File: src/rtl/tt_pkg.sv
// Shared definitions for the truth-table sweeper: FSM encoding and settle-counter width.
// Latency: n/a (declarations only).
// Backpressure: n/a.
package tt_pkg;

   localparam logic [1:0] S_IDLE   = 2'd0;
   localparam logic [1:0] S_DRIVE  = 2'd1;
   localparam logic [1:0] S_SAMPLE = 2'd2;
   localparam logic [1:0] S_DONE   = 2'd3;

   // Settle counter width; SETTLE values 1..15 fit in it
   localparam int SETTLE_W = 4;

   typedef enum logic [1:0] {
      IDLE   = S_IDLE,
      DRIVE  = S_DRIVE,
      SAMPLE = S_SAMPLE,
      DONE   = S_DONE
   } state_t;

endpackage

File: src/rtl/settle_timer.sv
// Down-counter that times how long a vector is held before it is sampled.
// Latency: tc is high in the cycle after the counter reaches zero (load value 0 -> next cycle).
// Backpressure: none; load overrides counting.
module settle_timer
   import tt_pkg::*;
(
   input  logic                clk,
   input  logic                reset,
   input  logic                load,
   input  logic [SETTLE_W-1:0] load_val,
   input  logic                en,
   output logic                tc
);

   logic [SETTLE_W-1:0] cnt;

   // Load on vector entry, then count down to zero and hold there
   always_ff @(posedge clk or posedge reset) begin
      if (reset) begin
         cnt <= '0;
      end else if (load) begin
         cnt <= load_val;
      end else if (en && (cnt != '0)) begin
         cnt <= cnt - SETTLE_W'(1);
      end
   end

   assign tc = (cnt == '0);

endmodule

File: src/rtl/truth_table_sweeper.sv
// Drives all 2^N_IN input vectors to a combinational block and checks its output against a golden table.
// Latency: SETTLE+1 cycles per vector; done rises 1 + 2^N_IN*(SETTLE+1) edges after start is seen.
// Backpressure: start is ignored while busy; results hold in DONE until the next start.
module truth_table_sweeper
   import tt_pkg::*;
#(
   parameter int                    N_IN     = 3,
   parameter logic [(1<<N_IN)-1:0]  EXPECTED = 8'b0011_0001,
   parameter int                    SETTLE   = 1
) (
   input  logic            clk,
   input  logic            reset,
   input  logic            start,
   output logic [N_IN-1:0] dut_in,
   input  logic            dut_out,
   output logic            busy,
   output logic            done,
   output logic            pass,
   output logic [N_IN:0]   err_count,
   output logic [N_IN-1:0] first_fail,
   output logic            fail_valid
);

   localparam logic [N_IN-1:0]     LAST_IDX  = {N_IN{1'b1}};
   // Timer counts down to zero, so a hold of SETTLE cycles needs SETTLE-1 loaded
   localparam logic [SETTLE_W-1:0] SETTLE_LD = SETTLE_W'(SETTLE - 1);

   state_t state;
   logic   accept;
   logic   mismatch;
   logic   timer_load;
   logic   timer_tc;

   assign accept     = start && ((state == IDLE) || (state == DONE));
   assign mismatch   = (state == SAMPLE) && (dut_out != EXPECTED[dut_in]);
   // Timer restarts whenever a new vector begins its hold
   assign timer_load = accept || ((state == SAMPLE) && (dut_in != LAST_IDX));

   settle_timer u_settle_timer (
      .clk      (clk),
      .reset    (reset),
      .load     (timer_load),
      .load_val (SETTLE_LD),
      .en       (state == DRIVE),
      .tc       (timer_tc)
   );

   // Sweep sequencer with index, comparator results and status flags
   always_ff @(posedge clk or posedge reset) begin
      if (reset) begin
         state      <= IDLE;
         dut_in     <= '0;
         busy       <= 1'b0;
         done       <= 1'b0;
         pass       <= 1'b0;
         err_count  <= '0;
         first_fail <= '0;
         fail_valid <= 1'b0;
      end else begin
         case (state)
            IDLE, DONE: begin
               if (accept) begin
                  state      <= DRIVE;
                  dut_in     <= '0;
                  busy       <= 1'b1;
                  done       <= 1'b0;
                  pass       <= 1'b0;
                  err_count  <= '0;
                  first_fail <= '0;
                  fail_valid <= 1'b0;
               end
            end
            DRIVE: begin
               if (timer_tc) begin
                  state <= SAMPLE;
               end
            end
            SAMPLE: begin
               // err_count saturates naturally: at most 2^N_IN increments per sweep
               if (mismatch) begin
                  err_count <= err_count + (N_IN+1)'(1);
                  if (!fail_valid) begin
                     first_fail <= dut_in;
                     fail_valid <= 1'b1;
                  end
               end
               if (dut_in == LAST_IDX) begin
                  state <= DONE;
                  busy  <= 1'b0;
                  done  <= 1'b1;
                  pass  <= (err_count == '0) && !mismatch;
               end else begin
                  dut_in <= dut_in + N_IN'(1);
                  state  <= DRIVE;
               end
            end
            default: state <= IDLE;
         endcase
      end
   end

endmodule
File: config.mk
export PLATFORM = sky130hd
export DESIGN_NAME = truth_table_sweeper
export DESIGN_NICKNAME = d
export VERILOG_FILES = /design/src/rtl/tt_pkg.sv /design/src/rtl/settle_timer.sv /design/src/rtl/truth_table_sweeper.sv
export SDC_FILE = /design/constraint.sdc
export NUM_CORES = 1
export LEC_CHECK = 0
export ABC_AREA = 1
export CORE_AREA = 2 2 52 54
export DETAILED_ROUTE_END_ITERATION = 10
export DIE_AREA = 0 0 54 56
export GPL_ROUTABILITY_DRIVEN = 0
export HOLD_SLACK_MARGIN = 0.02
export PLACE_DENSITY_LB_ADDON = 0.12
export SETUP_SLACK_MARGIN = 0.3
export SLEW_MARGIN = 15
export SYNTH_ARGS = -nofsm -noshare
export SYNTH_HDL_FRONTEND = slang
export SYNTH_SLANG_ARGS = --single-unit
File: constraint.sdc
create_clock -name clk -period 3.6 [get_ports clk]
set_input_delay 0.9 -clock clk [delete_from_list [all_inputs] [get_ports clk]]
set_output_delay 0.9 -clock clk [all_outputs]
set_load 0.02 [all_outputs]
After elaboration in Yosys (flattened, before gate mapping)
Memories as Yosys holds them, arrays and structs flattened.
Cells that the tools add are included.

storage, ports and cells
  register bits after elaboration = 20
  latch bits = 0
  memory bits (writable) = 0
  memory bits (read-only) = 8
  bits of input ports = 4
  output and inout port bits = 14
  logic and storage cells = 72
  memories kept = 1

memories
  memory           depth  width  read ports  clocked after Yosys merged registers in  wr ports  line                       source
  (no name shown)  8      1      1           0                                        0         truth_table_sweeper.sv:35  assign mismatch = (state == SAMPLE) && (dut_out != EXPECTED[dut_in]);

operators by class
  add/subtract/negate cells = 3
  multipliers = 0
  div/mod/pow operators = 0
  order comparisons = 1
  equality and inequality tests = 12
  shift operators = 0
  multiplexer cells = 26
  bitwise operators = 0
  reduce and logical (&&, ||, !) cells = 20

operators with widths
  cell                                                                           number
  4-bit 2-to-1 mux                                                               4
  3-bit 2-to-1 mux                                                               4
  3-bit case mux with 2 select lines                                             2
  2-bit inequality test (second input constant)                                  5
  3-bit AND reduction                                                            3
  4-bit zero test                                                                2
  1-bit case mux with 2 select lines                                             4
  4-bit case mux with 2 select lines                                             1
  1-bit 2-to-1 mux                                                               7
  2-bit 2-to-1 mux                                                               3
  2-bit case mux with 3 select lines                                             1
  1-bit logical AND                                                              5
  4-bit by 1-bit adder with 4-bit output (second input constant)                 1
  2-bit == test (second input constant)                                          2
  3-bit by 4-bit less-than comparator with 1-bit output (second input constant)  1
  4-bit AND reduction                                                            1
  2-bit nonzero test                                                             2
  4-bit nonzero test                                                             1
  4-bit by 1-bit subtractor with 4-bit output (second input constant)            1
  3-bit by 1-bit adder with 3-bit output (second input constant)                 1
  3-bit == test (second input constant)                                          1
  3-bit inequality test (second input constant)                                  1
  2-bit by 1-bit == test with 1-bit output (second input constant)               1
  2-bit zero test                                                                1
  other kinds (6)                                                                7

Logic depth before layout (Yosys ltp)
Gate-level depths: netlist of the first run.

  depth in word-level cells = 8
  mapped depth = 9
  mapped depth without buffers = 9

By module
Synthesis of the first run repeated with hierarchy kept, for this count alone.

unflattened totals
  cells, all modules = 171
  area, all modules = 1252.5 um^2

by module, submodules not included
  module               times used  cells each  area each (um^2)  seq. area each (um^2)
  truth_table_sweeper  1           124         953.4             400.4
  settle_timer         1           47          299.0             100.1

Worst setup path before layout of the first run
OpenSTA, ideal clock, no wires.

  kind = input-to-reg
  from = input start
  to = register first_fail[0]
  setup time = 117 ps
  data arrival time = 1481 ps
  data required time = 3483 ps
  setup slack = 2002 ps
  cell stages on the path = 7
  path buffers = 0
  cell sequence = inv_1 > nand2_1 > nand2_1 > a21oi_1 > nand2_1 > nand2_1 > nand2_1

between the ends
  longest elaborated chain between the ends = 3

RTL lines
  item                                    line                       source
  start, declared                         truth_table_sweeper.sv:13  input logic start,
  1-bit logical AND                       truth_table_sweeper.sv:34  assign accept = start && ((state == IDLE) || (state == DONE));
  2-bit inequality test (no source line)  n/a
  4-bit AND reduction (no source line)    n/a
  end signal, assigned                    truth_table_sweeper.sv:83  first_fail <= dut_in;
  end, declared                           truth_table_sweeper.sv:20  output logic [N_IN-1:0] first_fail,

No other way between the ends.
A chain may end at the register's enable or synchronous reset.

Worst setup path after layout of the first run
  from = register err_count[0]
  to = output err_count[0]

RTL lines
  item                    line                       source
  start, declared         truth_table_sweeper.sv:19  output logic [N_IN:0] err_count,
  start signal, assigned  truth_table_sweeper.sv:81  err_count <= err_count + (N_IN+1)'(1);

No word-level cell between the ends.

==> results of run 1 <==
[layer usage]
layer	vias to the layer above	wire [um]	track usage [%]
li1	511	-	-
met1	442	1078	23.01
met2	14	972	22.47
met3	2	63	2.419
met4	0	18	6.429
met5	-	0	0
[cells by family (layout without fill, tap and decap cells)]
logic type / Yosys count / in the layout
flip-flops: 20 / 20
buffers and inverters: 26 / 45
AND/OR/NAND/NOR: 80 / 80
XOR/XNOR: 1 / 1
AO/OA/AOI/OAI: 15 / 15
adder cells (fa/ha/maj): 9 / 9
[registers in the layout, summed over array words and instances (netlist names)]
| name | cells |
|---|---|
| pass | 1 |
| err_count | 4 |
| u_settle_timer.cnt | 4 |
| busy | 1 |
| done | 1 |
| dut_in | 3 |
| fail_valid | 1 |
| first_fail | 3 |
| state | 2 |
[cells in the final DEF, fill, tap and decap left out, types with 3 or more instances in the layout]
| master | Yosys | routed |
|---|---|---|
| nand3_1 | 15 | 15 |
| o21ai_0 | 10 | 10 |
| dfrtp_1 | 20 | 20 |
| a21oi_1 | 4 | 4 |
| clkdlybuf4s50_1 | 0 | 17 |
| nand2_1 | 49 | 49 |
| nor2_1 | 8 | 8 |
| inv_1 | 24 | 24 |
| ha_1 | 9 | 9 |
| clkbuf_4 | 0 | 3 |
[worst max-delay path by stage]
stage / start / to
global route: err_count[0]$_DFFE_PP0P_ / err_count[0]
floorplan: start / first_fail[0]$_DFFE_PP0P_
global placement: start / first_fail[1]$_DFFE_PP0P_
detailed placement: start / first_fail[0]$_DFFE_PP0P_
finish: err_count[0]$_DFFE_PP0P_ / err_count[0]
CTS: err_count[0]$_DFFE_PP0P_ / err_count[0]
[per-stage QoR]
step / instance area [um^2] / utilization [%] / cells
3_5_place_dp: 1355 / 55.71 / 197
2_1_floorplan: 1155 / - / 151
5_1_grt: 1378 / 56.64 / 200
4_1_cts: 1378 / 56.64 / 200
3_3_place_gp: 1355 / 55.71 / 197
6_report: 1378 / 56.64 / 200
[tightest hold or removal path: stages, from the launching register on]
cell	delay, ns
dfrtp_1	0.36
nand2_1	0.05
nand2_1	0.04
[layout make-up]
| type | instances | area, um^2 | area share [%] |
|---|---|---|---|
| flip-flops and latches | 20 | 500.5 | 36.33 |
| repair buffers | 17 | 170.2 | 12.35 |
| well taps | 30 | 37.54 | 2.725 |
| clock buffers | 3 | 22.52 | 1.635 |
| inverters | 25 | 93.84 | 6.812 |
| multi-input cells | 105 | 553.0 | 40.15 |
[power by group through the flow]
stage | logic, mW | registers [mW] | clock network (mW)
finish | 0.446 | 0.315 | 0.105
detailed placement | 0.449 | 0.319 | 0
global placement | 0.443 | 0.318 | 0
CTS | 0.450 | 0.315 | 0.110
floorplan | 0.268 | 0.359 | 0
global route | 0.502 | 0.322 | 0.116
==> impl_metrics.json, run 1 <==
{
  "run_status": "completed",
  "hp-class": "reg2reg",
  "ys_warn_count": 0,
  "grt_pass1_vias": 853,
  "cp-start-kind": "register",
  "worstSetupPathType": "reg2out",
  "dieHeight_um": 56,
  "io_buffers": 17,
  "crit_family": "buffers and inverters",
  "synth_fa_ha_area_share_pct": 9.751,
  "htree_levels": 1,
  "via_count": 969,
  "synth_edf_count": 0,
  "path_max_fanout": 6,
  "grt_max_degree": 21,
  "synthMostInstantiatedCell": "nand2_1",
  "drive_above_1_share_pct": 5.882,
  "cts_max_path_buffers": 2,
  "cp_slowest_cell": "clkdlybuf4s50_1",
  "cts_root_buf": "clkbuf_4",
  "synth_top_cell_by_area": "dfrtp_1",
  "yosysTopAreaCellShare_pct": 43.34,
  "initial_utilization_pct": 47.48,
  "final_net_count": 185,
  "cpPeakStageDelay_ns": 0.64,
  "ir_worst_vdd_v": 0.0004394,
  "post-route-period-util_pct": 63.42,
  "p_per_area_mw_per_mm2": 628.6,
  "finalSetupViolCount": 0,
  "r2r-start": "state[0]$_DFFE_PP0P_",
  "cp_num_cells": 1,
  "synth_compound_area_share_pct": 7.476,
  "cts_hold_buf": 0,
  "synth.cells.most_frequent": "nand2_1, inv_1, dfrtp_1",
  "finClkSkew_ns": 0.006458,
  "switching_share_pct": 44.72,
  "cts_num_sinks": 20,
  "synth_nets": 164,
  "clk_latency_ns": 0.30,
  "async_reset_ff_share_pct": 100.0,
  "cts_tree": "yes",
  "dr.first_iter.drc_count": 22,
  "worst_pin_slew_ns": 0.7851,
  "area_delta_synth_final_pct": 19.28,
  "post_cts_buffers": 0,
  "pre_cts_slack_ns": 1.394,
  "syn-cell-area_mm2": 0.001155,
  "max_cap_viol_count": 0,
  "antenna_found_initial": 0,
  "die_area_mm2": 0.003024,
  "hold_viol": 0,
  "synth_xor_area_share_pct": 0.7584,
  "syn_inst": 151,
  "synth_area_per_cell_um2": 7.648,
  "setup_ws_ns": 1.317,
  "cp_cell_sequence": "clkdlybuf4s50_1",
  "wire_per_inst_um": 10.67,
  "dpl.hpwl_um": 1609,
  "r2r_slack_ns": 1.84,
  "synth.distinct_cells": 18,
  "grt_pass1_wl_um": 3643,
  "clock.fmax_mhz": 438.0,
  "slew_headroom_pct": 47.60,
  "min_to": "first_fail[0]$_DFFE_PP0P_",
  "p_leak_nw": 0.7404,
  "ys_seq_area_share_pct": 43.34,
  "synth_top_family_by_area": "simple AND/OR/NAND/NOR gates",
  "fin_setup_tns_ns": 0,
  "grt_usage_pct": 15.66,
  "num_antenna_cells": 0,
  "seqPwrFrac_pct": 36.4,
  "worstHoldStart": "first_fail[0]$_DFFE_PP0P_",
  "crit_buf_inv": 1,
  "holdPathStages": 2,
  "synthSimpleGateAreaFrac_pct": 29.90,
  "total_power_uw": 865.9,
  "synthMuxAreaShare_pct": 0,
  "fillers": 243,
  "die_w_um": 54,
  "drc": 0,
  "drt-total-wl_um": 2133,
  "rsz0062_at_grt": "no",
  "io_pins": 18,
  "fin_crit_ns": 2.283,
  "overflow": 0,
  "cts_made_buffers": 3,
  "cts_resized": 0,
  "arrival_ns": 1.38,
  "path_clk_slew_ns": 0.11,
  "synth_flop_cell": "dfrtp_1",
  "core.rowCount": 18,
  "ys_seq_elements": 20,
  "antenna_left": 0,
  "internal-power_uw": 478.7,
  "end_kind": "output port",
  "p_sw_uw": 387.2,
  "comb_power_share_pct": 51.5,
  "rr_worst_depth": 8,
  "core-area_mm2": 0.002432,
  "vias_per_cell": 4.845,
  "synth_area_leaders": "dfrtp_1, nand2_1, ha_1",
  "clock_power_share_pct": 12.1,
  "regToRegEndpoint": "dut_in[0]$_DFFE_PP0P_",
  "drv_slew": 0,
  "finalHoldWorstSlack_ns": 0.4825,
  "worstPathRequired_ns": 2.70,
  "dr.pass1.iters": 4
}
Note: power is estimated with default switching activity, not from simulation.
==> run 2: changes to the inputs <==
--- a/config.mk
+++ b/config.mk
@@ -6,9 +6,9 @@
 export NUM_CORES = 1
 export LEC_CHECK = 0
 export ABC_AREA = 1
-export CORE_AREA = 2 2 52 54
+export CORE_AREA = 2 2 53 55
 export DETAILED_ROUTE_END_ITERATION = 10
-export DIE_AREA = 0 0 54 56
+export DIE_AREA = 0 0 55 57
 export GPL_ROUTABILITY_DRIVEN = 0
 export HOLD_SLACK_MARGIN = 0.02
 export PLACE_DENSITY_LB_ADDON = 0.12
==> constraint.sdc (replaced) <==
create_clock -name clk -period 1.85 [get_ports clk]
set_input_delay 0.4625 -clock clk [delete_from_list [all_inputs] [get_ports clk]]
set_output_delay 0.4625 -clock clk [all_outputs]
set_load 0.02 [all_outputs]
==> impl_metrics.json, run 2 (same netlist as run 1, synthesis figures left out) <==
{
  "end_kind": "output port",
  "multi_input_area_um2": 613.1,
  "dpl.cell_count": 201,
  "reg_top3": "err_count: 4 flops, u_settle_timer.cnt: 4 flops",
  "hold_viol": 0,
  "run_status": "completed",
  "dpl.hpwl_um": 1749,
  "regArea_um2": 501.7,
  "grt_max_degree": 21,
  "grt_pass1_vias": 980,
  "path_max_fanout": 3,
  "htree_levels": 1,
  "area_delta_synth_final_pct": 30.23,
  "p_per_area_mw_per_mm2": 1300,
  "layout_commonest_cell": "nand2_1",
  "drc": 0,
  "clk_latency_ns": 0.31,
  "grt_usage_pct": 17.04,
  "post-route-period-util_pct": 82.37,
  "pre_cts_slack_ns": 0.1510,
  "crit_family": "flip-flops",
  "worstSetupPathType": "reg2out",
  "cts_num_sinks": 20,
  "cts_made_buffers": 3,
  "cts_max_path_buffers": 2,
  "io_buffers": 17,
  "cpPeakStageDelay_ns": 0.43,
  "overflow": 0,
  "drt-total-wl_um": 2343,
  "cts_hold_buf": 0,
  "stdcell_area_mm2": 0.001504,
  "total_power_mw": 1.955,
  "fin_cells": 212,
  "fin_crit_ns": 1.524,
  "max_cap_viol_count": 0,
  "io_pins": 18,
  "finClkSkew_ns": 0.002790,
  "via_count": 1016,
  "placed_area_mm2": 0.001379,
  "ir_worst_vdd_v": 0.0006298,
  "mostFrequentLayoutCells": "nand2_1, inv_1, dfrtp_1",
  "drive_above_1_share_pct": 19.89,
  "clock.fmax_mhz": 656.3,
  "fin_util_pct": 57.51,
  "die_w_um": 55,
  "final_net_count": 195,
  "crit_buf_inv": 1,
  "cp-start-kind": "register",
  "die_area_mm2": 0.003135,
  "dieHeight_um": 57,
  "cp_cell_sequence": "dlygate4sd2_1",
  "p_leak_nw": 0.8358,
  "slew_headroom_pct": 82.25,
  "num_antenna_cells": 0,
  "antenna_found_initial": 0,
  "setup_ws_ns": 0.3262,
  "vias_per_cell": 4.792,
  "fillers": 264,
  "finalSetupViolCount": 0,
  "drv_slew": 0,
  "cp_slowest_cell": "dfrtp_1",
  "cts_tree": "yes",
  "hp-class": "in2async",
  "finalHoldWorstSlack_ns": 0.4615,
  "core.rowCount": 19,
  "cts_root_buf": "clkbuf_4",
  "grt_pass1_wl_um": 4015,
  "path_clk_slew_ns": 0.12,
  "antenna_left": 0,
  "core-area_mm2": 0.002615,
  "initial_utilization_pct": 44.16,
  "fin_setup_tns_ns": 0,
  "dr.pass1.iters": 4,
  "worst_pin_slew_ns": 0.2663,
  "rsz0062_at_grt": "yes",
  "wire_per_inst_um": 11.05,
  "dr.first_iter.drc_count": 25,
  "worstPathRequired_ns": 1.39,
  "arrival_ns": 1.06
}
-- run 2: where the power goes --
| group | internal, mW | switching, mW | total [mW] |
|---|---|---|---|
| Sequential | 0.533 | 0.0746 | 0.608 |
| Clock | 0.120 | 0.146 | 0.267 |
| Combinational | 0.440 | 0.641 | 1.08 |
| Total | 1.09 | 0.862 | 1.95 |
-- run 2: metal layers --
metal / vias to the layer above / share of wire (%) / wire length [um] / global-route usage (%)
li1: 530 / - / - / -
met1: 463 / 45 / 1052 / 21.81
met2: 19 / 51 / 1184 / 28.57
met3: 4 / 2.9 / 68 / 2.356
met4: 0 / 1.6 / 38 / 6.272
met5: - / 0 / 0 / 0
-- run 2: final timing paths --
| kind | endpoint | cells past startpoint | slack [ns] | start |
|---|---|---|---|---|
| hold / removal | dut_in[1]$_DFFE_PP0P_ | 3 | 0.46 | reset |
| setup / recovery | fail_valid | 1 | 0.33 | fail_valid$_DFFE_PP0P_ |
| min in group clk | first_fail[1]$_DFFE_PP0P_ | 2 | 0.48 | first_fail[1]$_DFFE_PP0P_ |
| hold reg to reg | first_fail[1]$_DFFE_PP0P_ | 2 | 0.48 | first_fail[1]$_DFFE_PP0P_ |
| max in group asynchronous | err_count[0]$_DFFE_PP0P_ | 3 | 1.16 | reset |
| setup reg to reg | pass$_DFFE_PP0P_ | 8 | 0.35 | dut_in[1]$_DFFE_PP0P_ |
-- run 2: timing repair --
item,CTS,global route
pin swaps,0,3
gates resized for setup,19,22
hold endpoints to repair,0,0
setup buffers,1,5
cloned,0,1
setup endpoints to repair,25,25
-- run 2: cell type report --
type / instances / share of cell area (%)
Multi-Input combinational cell: 106 / 40.77
Sequential cell: 20 / 33.36
Timing Repair Buffer: 26 / 14.64
Inverter: 25 / 6.240
Tap cell: 31 / 2.579
Clock buffer: 4 / 2.413
